==> src/rtl/dcpu16_pkg.sv <==
// Shared DCPU16 definitions: fetch-stage state encoding, effective-address
// operand codes and the basic/non-basic opcode marker.
package dcpu16_pkg;

   // Fetch-stage sequencer states.
   typedef enum logic [2:0] {
      ST_FETCH  = 3'd0,
      ST_DECODE = 3'd1,
      ST_NWA    = 3'd2,
      ST_NWB    = 3'd3,
      ST_HOLD   = 3'd4
   } fbus_state_e;

   // Effective-address operand codes (6-bit a/b fields).
   localparam logic [5:0] EA_REG  = 6'h00;  // 0x00-0x07 register
   localparam logic [5:0] EA_IND  = 6'h08;  // 0x08-0x0f [register]
   localparam logic [5:0] EA_IDX  = 6'h10;  // 0x10-0x17 [next word + register]
   localparam logic [5:0] EA_POP  = 6'h18;
   localparam logic [5:0] EA_PEEK = 6'h19;
   localparam logic [5:0] EA_PUSH = 6'h1a;
   localparam logic [5:0] EA_SP   = 6'h1b;
   localparam logic [5:0] EA_PC   = 6'h1c;
   localparam logic [5:0] EA_O    = 6'h1d;
   localparam logic [5:0] EA_NWI  = 6'h1e;  // [next word]
   localparam logic [5:0] EA_NWL  = 6'h1f;  // next word literal

   // A zero opcode field marks a non-basic instruction; ea_a is then a sub-opcode.
   localparam logic [3:0] OPC_NONBASIC = 4'h0;

   // True when an ea code consumes one extra word from the instruction stream.
   function automatic logic ea_needs_next_word(input logic [5:0] ea);
      logic need;
      if ((ea >= EA_IDX) && (ea < EA_POP)) begin
         need = 1'b1;
      end else if ((ea == EA_NWI) || (ea == EA_NWL)) begin
         need = 1'b1;
      end else begin
         need = 1'b0;
      end
      return need;
   endfunction

endpackage

==> src/rtl/dcpu16_nwdet.sv <==
// Combinational detector: does an ea operand code require a next word?
// Shared between the fetch stage and the A/B bus address calculator.
module dcpu16_nwdet
   import dcpu16_pkg::*;
(
   input  logic [5:0] ea_i,
   output logic       need_o
);

   // Classify the operand code.
   always_comb begin
      need_o = 1'b0;
      if (ea_needs_next_word(ea_i)) begin
         need_o = 1'b1;
      end else begin
         need_o = 1'b0;
      end
   end

endmodule

==> src/rtl/dcpu16_fbus.sv <==
// DCPU16 instruction fetch stage. Owns the PC, reads the instruction word and
// any operand next words over a read-only Simplified Wishbone port, and hands
// a complete instruction bundle downstream with a valid/ready handshake.
// pc_ld (branch/skip) flushes whatever is in flight and restarts at pc_dat.
module dcpu16_fbus
   import dcpu16_pkg::*;
#(
   parameter logic [15:0] RESET_PC = 16'h0000
)(
   input  logic        clk,
   input  logic        rst,
   // fetch bus
   output logic [15:0] fb_adr,
   output logic        fb_stb,
   output logic        fb_ena,
   output logic        fb_wre,
   input  logic [15:0] fb_dti,
   input  logic        fb_ack,
   // PC control
   input  logic        pc_ld,
   input  logic [15:0] pc_dat,
   output logic [15:0] regPC,
   // instruction bundle
   output logic [3:0]  opc,
   output logic [5:0]  ea_a,
   output logic [5:0]  ea_b,
   output logic [15:0] nwa,
   output logic [15:0] nwb,
   output logic        dec_vld,
   input  logic        dec_rdy
);

   fbus_state_e state_q, state_d;
   logic [15:0] regpc_q, regpc_d;
   logic [15:0] adr_q,   adr_d;
   logic        stb_q,   stb_d;
   logic        vld_q,   vld_d;
   logic [3:0]  opc_q,   opc_d;
   logic [5:0]  ea_a_q,  ea_a_d;
   logic [5:0]  ea_b_q,  ea_b_d;
   logic [15:0] nwa_q,   nwa_d;
   logic [15:0] nwb_q,   nwb_d;

   logic        need_a_raw_s;
   logic        need_a_s;
   logic        need_b_s;
   logic        bus_ack_s;

   // Next-word requirement of each operand of the captured instruction.
   dcpu16_nwdet u_nwdet_a (
      .ea_i   (ea_a_q),
      .need_o (need_a_raw_s)
   );

   dcpu16_nwdet u_nwdet_b (
      .ea_i   (ea_b_q),
      .need_o (need_b_s)
   );

   // For non-basic instructions ea_a is a sub-opcode, never an operand.
   assign need_a_s  = need_a_raw_s & (opc_q != OPC_NONBASIC);

   // An ack only counts while our strobe is actually out.
   assign bus_ack_s = stb_q & fb_ack;

   // Sequencer next state, PC, bus request and bundle capture.
   always_comb begin
      state_d = state_q;
      regpc_d = regpc_q;
      adr_d   = adr_q;
      stb_d   = stb_q;
      vld_d   = vld_q;
      opc_d   = opc_q;
      ea_a_d  = ea_a_q;
      ea_b_d  = ea_b_q;
      nwa_d   = nwa_q;
      nwb_d   = nwb_q;

      if (pc_ld) begin
         // Flush: any coincident ack or downstream accept is discarded.
         state_d = ST_FETCH;
         regpc_d = pc_dat;
         stb_d   = 1'b0;
         vld_d   = 1'b0;
      end else begin
         case (state_q)
            ST_FETCH: begin
               if (bus_ack_s) begin
                  opc_d   = fb_dti[3:0];
                  ea_a_d  = fb_dti[9:4];
                  ea_b_d  = fb_dti[15:10];
                  regpc_d = regpc_q + 16'd1;
                  stb_d   = 1'b0;
                  state_d = ST_DECODE;
               end else begin
                  // Raise (or keep) the request for the word at the PC.
                  stb_d   = 1'b1;
                  adr_d   = regpc_q;
               end
            end

            ST_DECODE: begin
               nwa_d = 16'h0000;
               nwb_d = 16'h0000;
               if (need_a_s) begin
                  state_d = ST_NWA;
                  stb_d   = 1'b1;
                  adr_d   = regpc_q;
               end else if (need_b_s) begin
                  state_d = ST_NWB;
                  stb_d   = 1'b1;
                  adr_d   = regpc_q;
               end else begin
                  state_d = ST_HOLD;
                  vld_d   = 1'b1;
               end
            end

            ST_NWA: begin
               if (bus_ack_s) begin
                  nwa_d   = fb_dti;
                  regpc_d = regpc_q + 16'd1;
                  if (need_b_s) begin
                     // Back-to-back read: strobe stays up, address advances.
                     state_d = ST_NWB;
                     adr_d   = regpc_q + 16'd1;
                  end else begin
                     state_d = ST_HOLD;
                     stb_d   = 1'b0;
                     vld_d   = 1'b1;
                  end
               end else begin
                  state_d = ST_NWA;
               end
            end

            ST_NWB: begin
               if (bus_ack_s) begin
                  nwb_d   = fb_dti;
                  regpc_d = regpc_q + 16'd1;
                  stb_d   = 1'b0;
                  vld_d   = 1'b1;
                  state_d = ST_HOLD;
               end else begin
                  state_d = ST_NWB;
               end
            end

            ST_HOLD: begin
               if (vld_q && dec_rdy) begin
                  // Bundle consumed: next fetch strobes straight away.
                  vld_d   = 1'b0;
                  state_d = ST_FETCH;
                  stb_d   = 1'b1;
                  adr_d   = regpc_q;
               end else begin
                  state_d = ST_HOLD;
               end
            end

            default: begin
               state_d = ST_FETCH;
               stb_d   = 1'b0;
               vld_d   = 1'b0;
            end
         endcase
      end
   end

   // State and output registers with synchronous reset.
   always_ff @(posedge clk) begin
      if (rst) begin
         state_q <= ST_FETCH;
         regpc_q <= RESET_PC;
         adr_q   <= 16'h0000;
         stb_q   <= 1'b0;
         vld_q   <= 1'b0;
         opc_q   <= 4'h0;
         ea_a_q  <= 6'h00;
         ea_b_q  <= 6'h00;
         nwa_q   <= 16'h0000;
         nwb_q   <= 16'h0000;
      end else begin
         state_q <= state_d;
         regpc_q <= regpc_d;
         adr_q   <= adr_d;
         stb_q   <= stb_d;
         vld_q   <= vld_d;
         opc_q   <= opc_d;
         ea_a_q  <= ea_a_d;
         ea_b_q  <= ea_b_d;
         nwa_q   <= nwa_d;
         nwb_q   <= nwb_d;
      end
   end

   assign fb_adr  = adr_q;
   assign fb_stb  = stb_q;
   assign fb_ena  = stb_q;
   assign fb_wre  = 1'b0;
   assign regPC   = regpc_q;
   assign opc     = opc_q;
   assign ea_a    = ea_a_q;
   assign ea_b    = ea_b_q;
   assign nwa     = nwa_q;
   assign nwb     = nwb_q;
   assign dec_vld = vld_q;

endmodule

==> config.mk <==
export PLATFORM = sky130hd
export DESIGN_NAME = dcpu16_fbus
export DESIGN_NICKNAME = d
export VERILOG_FILES = /design/src/rtl/dcpu16_pkg.sv /design/src/rtl/dcpu16_nwdet.sv /design/src/rtl/dcpu16_fbus.sv
export SDC_FILE = /design/constraint.sdc
export NUM_CORES = 1
export LEC_CHECK = 0
export BUFFER_PORTS_ARGS = -buffer_cell sky130_fd_sc_hd__buf_2
export CAP_MARGIN = 5
export CELL_PAD_IN_SITES_DETAIL_PLACEMENT = 1
export CELL_PAD_IN_SITES_GLOBAL_PLACEMENT = 1
export CORE_MARGIN = 2
export CORE_UTILIZATION = 33
export DETAILED_ROUTE_END_ITERATION = 7
export GPL_TIMING_DRIVEN = 1
export PLACE_DENSITY_LB_ADDON = 0.15
export SYNTH_ARGS = -nofsm -noshare
export SYNTH_HDL_FRONTEND = slang
export SYNTH_SLANG_ARGS = --single-unit
==> constraint.sdc <==
create_clock -name clk -period 2 [get_ports clk]
set_input_delay 0.1 -clock clk [delete_from_list [all_inputs] [get_ports clk]]
set_output_delay 0.1 -clock clk [all_outputs]
set_load 0.1 [all_outputs]
==> results of run 1 <==
-- routing by layer --
metal | global-route usage [%] | vias to the layer above | routed length, µm
li1 | - | 1932 | -
met1 | 24.86 | 1848 | 5651
met2 | 33.73 | 92 | 6183
met3 | 5.142 | 13 | 596
met4 | 7.967 | 0 | 197
met5 | 0 | - | 0
-- state kept, by name (all words and copies together) (netlist names) --
name,cells
ea_b,6
fb_adr,16
opc,4
fb_ena,1
nwa,16
state_q,3
nwb,16
ea_a,6
dec_vld,1
regPC,16
-- stage by stage --
step                area (µm²)  util (%)  total power (W)
floorplan                 4120         -         0.002413
global placement          4881     42.38         0.002565
detailed placement        4881     42.38         0.002575
CTS                       5314     46.14         0.004446
global route              5333     46.31         0.004551
finish                    5333     46.31         0.004391
-- placed cells by master (no fill, tap or decap), types with 4 or more instances in the layout --
cell type and instances:
dfxtp_2 13, nand3_1 39, buf_4 21, nand2_1 81
nor2_1 17, nand4_1 4, o21a_1 9, nor3_1 9
nor4_4 4, xor2_1 11, o21ai_0 6, dlygate4sd3_1 11
dfxtp_4 18, a311oi_1 16, clkbuf_16 9, buf_2 119
dfxtp_1 54, xnor2_1 17, mux2i_1 8, inv_1 9
a21oi_1 76
-- what timing repair did --
item	CTS	global route
hold buffers	11	0
setup endpoints to repair	0	32
resized for setup	0	4
endpoints found under the hold margin	11	0
-- kinds of logic after synthesis --
family | Yosys count | synth area share (%)
other | 1 | 0.09512
AOI/OAI and AO/OA | 125 | 19.42
DFF | 85 | 43.16
buffers and inverters | 51 | 5.807
xor gates and xnor gates | 28 | 6.220
adders and majority gates | 1 | 0.3173
muxes | 9 | 2.317
and+or+nand+nor | 180 | 22.66
-- worst max path at each step --
stage | start | end | depth (start not counted)
after floorplan | regPC[0] | regPC[8] | 7
after global placement | opc[0] | fb_adr[12] | 5
after detailed placement | opc[0] | fb_adr[14] | 5
after CTS | opc[0] | fb_adr[12] | 5
after global routing | fb_ena | fb_adr[5] | 6
final | ea_b[3] | fb_adr[14] | 5
-- power breakdown --
group	leakage (nW)	internal, W	total, W	switching [W]
clock network	0.152	0.00110	0.00184	0.000738
registers	0.711	0.00174	0.00180	0.0000622
logic	1.35	0.000174	0.000755	0.000580
-- cell type report --
type                    count  share of cell area [%]
repair buffers            153                   16.94
flip-flops and latches     85                   33.48
clock inverters             7                   1.830
well taps                 143                   3.355
clock buffers               9                   4.223
inverters                  10                  0.7039
multi-input cells         344                   39.47
-- worst max-delay path: cells and delay by family, from the launching register on --
family	cells	cell delay, ps
AOI/OAI and AO/OA	3	1120
buffers and inverters	1	200
DFF	1	350
and+or+nand+nor	1	130
==> qor.yml, run 1 <==
synthesis:
  synth_top_area_share_pct: 43.16
  ys_async_sr_fraction_pct: 0
  ys.flop_type: "dfxtp_1"
  ys_top_cells_by_count: "85 x dfxtp_1, 81 x nand2_1, 76 x a21oi_1"
  synth.ff_latch_count: 85
  yosysTopAreaCell: "dfxtp_1"
  yosysSeqAreaShare_pct: 43.16
  synth_area_leaders: "dfxtp_1 43%, a21oi_1 9.6%, nand2_1 7.7%, nand3_1 5.0%, xnor2_1 3.8%"
  synth_cells: 480
  synth_enable_flop_cells: 0
  yosysMostFrequentCell: "dfxtp_1"
  yosys_warnings: 0
  avgSynthCellArea_um2: 8.214
  syn-cell-area_um2: 3943
  synth_cell_types: 53
  synth_nets: 518
final_layout:
  multi_input_area_um2: 2105
  area_growth_pct: 35.26
  instances_no_fill: 751
  drive_above_1_share_pct: 34.70
  diodes: 0
  seq_area_um2: 1785
  fillers: 1409
  nets: 641
timing:
  skew_ps: 6.722
  fin_setup_tns_ps: 0
  min_period_ps: 1915
  maxSlewViolCount: 0
  layout_setup_ws_ps: 84.57
  setup_viol: 0
  holdWs_ps: 14.99
  period_share_pct: 95.77
  tightest_slew_ps: 569.9
  max-slew-margin-rel_pct: 62.01
  fmax_ghz: 0.5221
  finalHoldViolCount: 0
cts:
  cts_sinks: 85
  cts_buffer_depth: 2
  clock_latency_ps: 350
  path_clk_slew_ps: 70
  cts_tree: "built"
  cts_setup_buffers: 0
  root_buffer: "clkbuf_16"
  cts_buffers: 9
  htreeDepth: 3
routing:
  drt-total-wl_mm: 12.63
  first_iter_violations: 155
  viasPerCell: 5.173
  route.detailed.drc: 0
  vias: 3885
  wire_per_inst_um: 16.82
  dr.pass1.iters: 4
  ant_nets: 0
placed_design:
  hpwlAfterDp_mm: 8.898
  dpl.cell_count: 724
  place_ws_ps: 36.19
  place_congestion: 0.7772
  port_buffers: 119
floorplan:
  dieArea_um2: 12840
  pin_count: 121
  core_um2: 11520
  initial_utilization_pct: 34.24
  die_x_um: 113.3
  rows: 39
  die_h_um: 113.3
setup_path:
  setup.worst_path.end_class: "register"
  r2r_setup_slack_ps: 80
  crit_chain: "a21boi_0, nor2_1, o41a_1, buf_12, a311oi_1"
  cp.arrival_ps: 2160
  cp_slowest_cell: "o41a_1"
  critPathMaxStageDelay_ps: 500
  startpoint_type: "register"
  required_ps: 2250
  worst-r2r-cell-count: 5
  criticalPathCategory: "reg2reg"
  rr_startpoint: "ea_b[3]"
  r2r_end: "fb_adr[14]"
  cp_max_fo: 33
power:
  pwr_density_cell_nw_per_um2: 823.3
  ir_drop_v: 0.0004272
  p_leak_nw: 2.212
min_path:
  hold_path_depth: 3
  hold_path.class: "in2reg"
  min_to: "ea_b[2]"
  hp-start: "fb_dti[12]"
run:
  maxCapViolCount: 0
grt:
  grt_pass1_wl_mm: 20.33
  antenna_found_initial: 0
  grt_pass1_vias: 3914
  grtUsageTotal_pct: 20.16
  globalRouteOverflowTotal: 0
  grt_start_max_net_pins: 37
status:
  status: "complete, no violations"
Note: power is estimated with default switching activity, not from simulation.
==> inputs of run 2 (changes only) <==
--- a/config.mk
+++ b/config.mk
@@ -9,6 +9,7 @@
 export CAP_MARGIN = 5
 export CELL_PAD_IN_SITES_DETAIL_PLACEMENT = 1
 export CELL_PAD_IN_SITES_GLOBAL_PLACEMENT = 1
+export CORE_ASPECT_RATIO = 0.6
 export CORE_MARGIN = 2
 export CORE_UTILIZATION = 33
 export DETAILED_ROUTE_END_ITERATION = 7
==> run 2 against run 1 <==
Against the previous run: design area fell by 1.9%; total power fell by 4.7%; register-to-register slack is essentially flat; via count increased by 1.5%; global-route usage rose by 1.0 points; worst hold slack got worse by 2.2 ps; clock skew fell by 0.96 ps; flip-flop and latch count is the same; critical path depth unchanged; die area grew 0.23%; largest cell class unchanged; largest power group is now registers; highest routed layer unchanged.
==> qor.yml, run 2 (synthesis results as in run 1) <==
floorplan:
  die_h_um: 88.67  # was 113.3 µm
  initial_utilization_pct: 34.32  # was 34.24%
  dieArea_um2: 12870  # was 12,840 µm²
  rows: 30  # was 39
  die_x_um: 145.1  # was 113.3 µm
  pin_count: 121  # unchanged
  core_um2: 11490  # was 11,520 µm²
setup_path:
  critPathMaxStageDelay_ps: 460  # was 500 ps
  startpoint_type: "register"  # unchanged
  cp_max_fo: 22  # was 33
  crit_chain: "nor4_2, a2111oi_4, o41a_1, buf_4, a311oi_1"  # was a21boi_0, nor2_1, o41a_1, buf_12, a311oi_1
  cp_slowest_cell: "o41a_1"  # unchanged
  setup.worst_path.end_class: "register"  # unchanged
  crit_buf_inv: 1  # unchanged
  critPathTopFamily: "compound AO/OA/AOI/OAI gates"  # unchanged
  criticalPathCategory: "reg2reg"  # unchanged
  cp.arrival_ps: 2160  # about the same
  required_ps: 2230  # was 2250 ps
timing:
  min_period_ps: 1927  # was 1915 ps
  fmax_ghz: 0.5189  # was 0.5221 GHz
  skew_ps: 5.766  # was 6.722 ps
  layout_setup_ws_ps: 72.73  # was 84.57 ps
  finalHoldViolCount: 0  # unchanged
  holdWs_ps: 12.79  # was 14.99 ps
  period_share_pct: 96.36  # was 95.77%
  setup_viol: 0  # unchanged
  max-slew-margin-rel_pct: 63.20  # was 62.01%
  maxSlewViolCount: 0  # unchanged
  rsz0062_at_grt: "no"
  tightest_slew_ps: 552.1  # was 569.9 ps
grt:
  globalRouteOverflowTotal: 0  # unchanged
  antenna_found_initial: 0  # unchanged
  grt_pass1_vias: 3742  # was 3,914
  grtUsageTotal_pct: 21.20  # was 20.16%
  grt_start_max_net_pins: 36  # was 37
  grt_pass1_wl_mm: 21.19  # was 20.33 mm
routing:
  route.detailed.drc: 0  # unchanged
  drt-total-wl_mm: 13.88  # was 12.63 mm
  wire_per_inst_um: 18.23  # was 16.82 µm
  vias: 3942  # was 3,885
  ant_nets: 0  # unchanged
  first_iter_violations: 253  # was 155
  viasPerCell: 5.180  # was 5.173
  dr.pass1.iters: 4  # unchanged
final_layout:
  area_growth_pct: 32.75  # was 35.26%
  diodes: 0  # unchanged
  nets: 634  # was 641
  final_cell_mix: "119 x buf_2, 81 x nand2_1, 76 x a21oi_1"  # unchanged
  layout_commonest_cell: "buf_2"  # unchanged
  drive_above_1_share_pct: 34.94  # was 34.70%
  fillers: 1432  # was 1,409
cts:
  cts_tree: "built"  # unchanged
  cts_buffers: 9  # unchanged
  cts_sinks: 85  # unchanged
  htreeDepth: 3  # unchanged
  clock_latency_ps: 330  # was 350 ps
  path_clk_slew_ps: 60  # was 70 ps
  cts_buffer_depth: 2  # unchanged
  root_buffer: "clkbuf_16"  # unchanged
  cts-hold-fix-buffers: 0  # was 11
placed_design:
  place_ws_ps: 24.18  # was 36.19 ps
  port_buffers: 119  # unchanged
  hpwlAfterDp_mm: 10.44  # was 8.898 mm
  place_congestion: 0.7769  # was 0.7772
power:
  p_leak_nw: 2.167  # was 2.212 nW
  ir_drop_v: 0.0004857  # was 0.0004272 V
  pwr_density_cell_nw_per_um2: 799.2  # was 823.3 nW/µm²
run:
  maxCapViolCount: 0  # unchanged
min_path:
  hold_path.class: "in2reg"  # unchanged
status:
  status: "complete, no violations"  # unchanged
## run 2: worst paths after layout
check                               start    endpoint  slack, ps  depth (start not counted)
worst max-delay path               opc[0]  fb_adr[12]         70                          5
worst min-delay path            pc_dat[3]    regPC[3]         10                          3
worst max register to register     opc[0]  fb_adr[12]         70                          5
worst min register to register    nwb[11]     nwb[11]        450                          2
## run 2: routing by layer
layer	global-route usage, %	share of wire, %	routed length, µm	vias up
met5	0	0	0	-
met4	3.476	0.53	74	0
met3	4.845	5.6	779	7
met2	30.00	41	5687	91
met1	32.81	53	7333	1928
li1	-	-	-	1916
## run 2: power by group
part / total, W / switching [W] / internal, W
clock network: 0.00163 / 0.000670 / 0.000957
logic: 0.000757 / 0.000595 / 0.000162
registers: 0.00180 / 0.0000633 / 0.00174
## run 2: layout make-up
| type | instances | area (µm²) | area share, % |
|---|---|---|---|
| flip-flops and latches | 85 | 1784 | 34.09 |
| clock buffers | 14 | 275.3 | 5.259 |
| repair buffers | 146 | 823.3 | 15.73 |
| inverters | 10 | 37.54 | 0.7172 |
| clock inverters | 2 | 13.76 | 0.2630 |
| multi-input cells | 344 | 2100 | 40.11 |
| well taps | 160 | 200.2 | 3.825 |
## run 2: through the flow
stage	total power, W	setup TNS (ps)	area [µm²]	utilization, %	cells
2_1_floorplan	0.002413	-79.55	4120	-	480
3_3_place_gp	0.002578	0	4920	42.83	744
3_5_place_dp	0.002592	0	4920	42.83	744
4_1_cts	0.004224	0	5209	45.35	760
5_1_grt	0.004347	0	5234	45.57	761
6_report	0.004183	0	5234	45.57	761
## run 2: worst reg2reg max path, stage by stage, from the launching register on
cell	delay (ps)
dfxtp_4	350
nor4_2	360
a2111oi_4	120
o41a_1	460
buf_4	240
a311oi_1	300
## run 2: what timing repair did
action,CTS,global route
resized for setup,0,3
buffers inserted,0,1
endpoints found under the setup margin,0,16
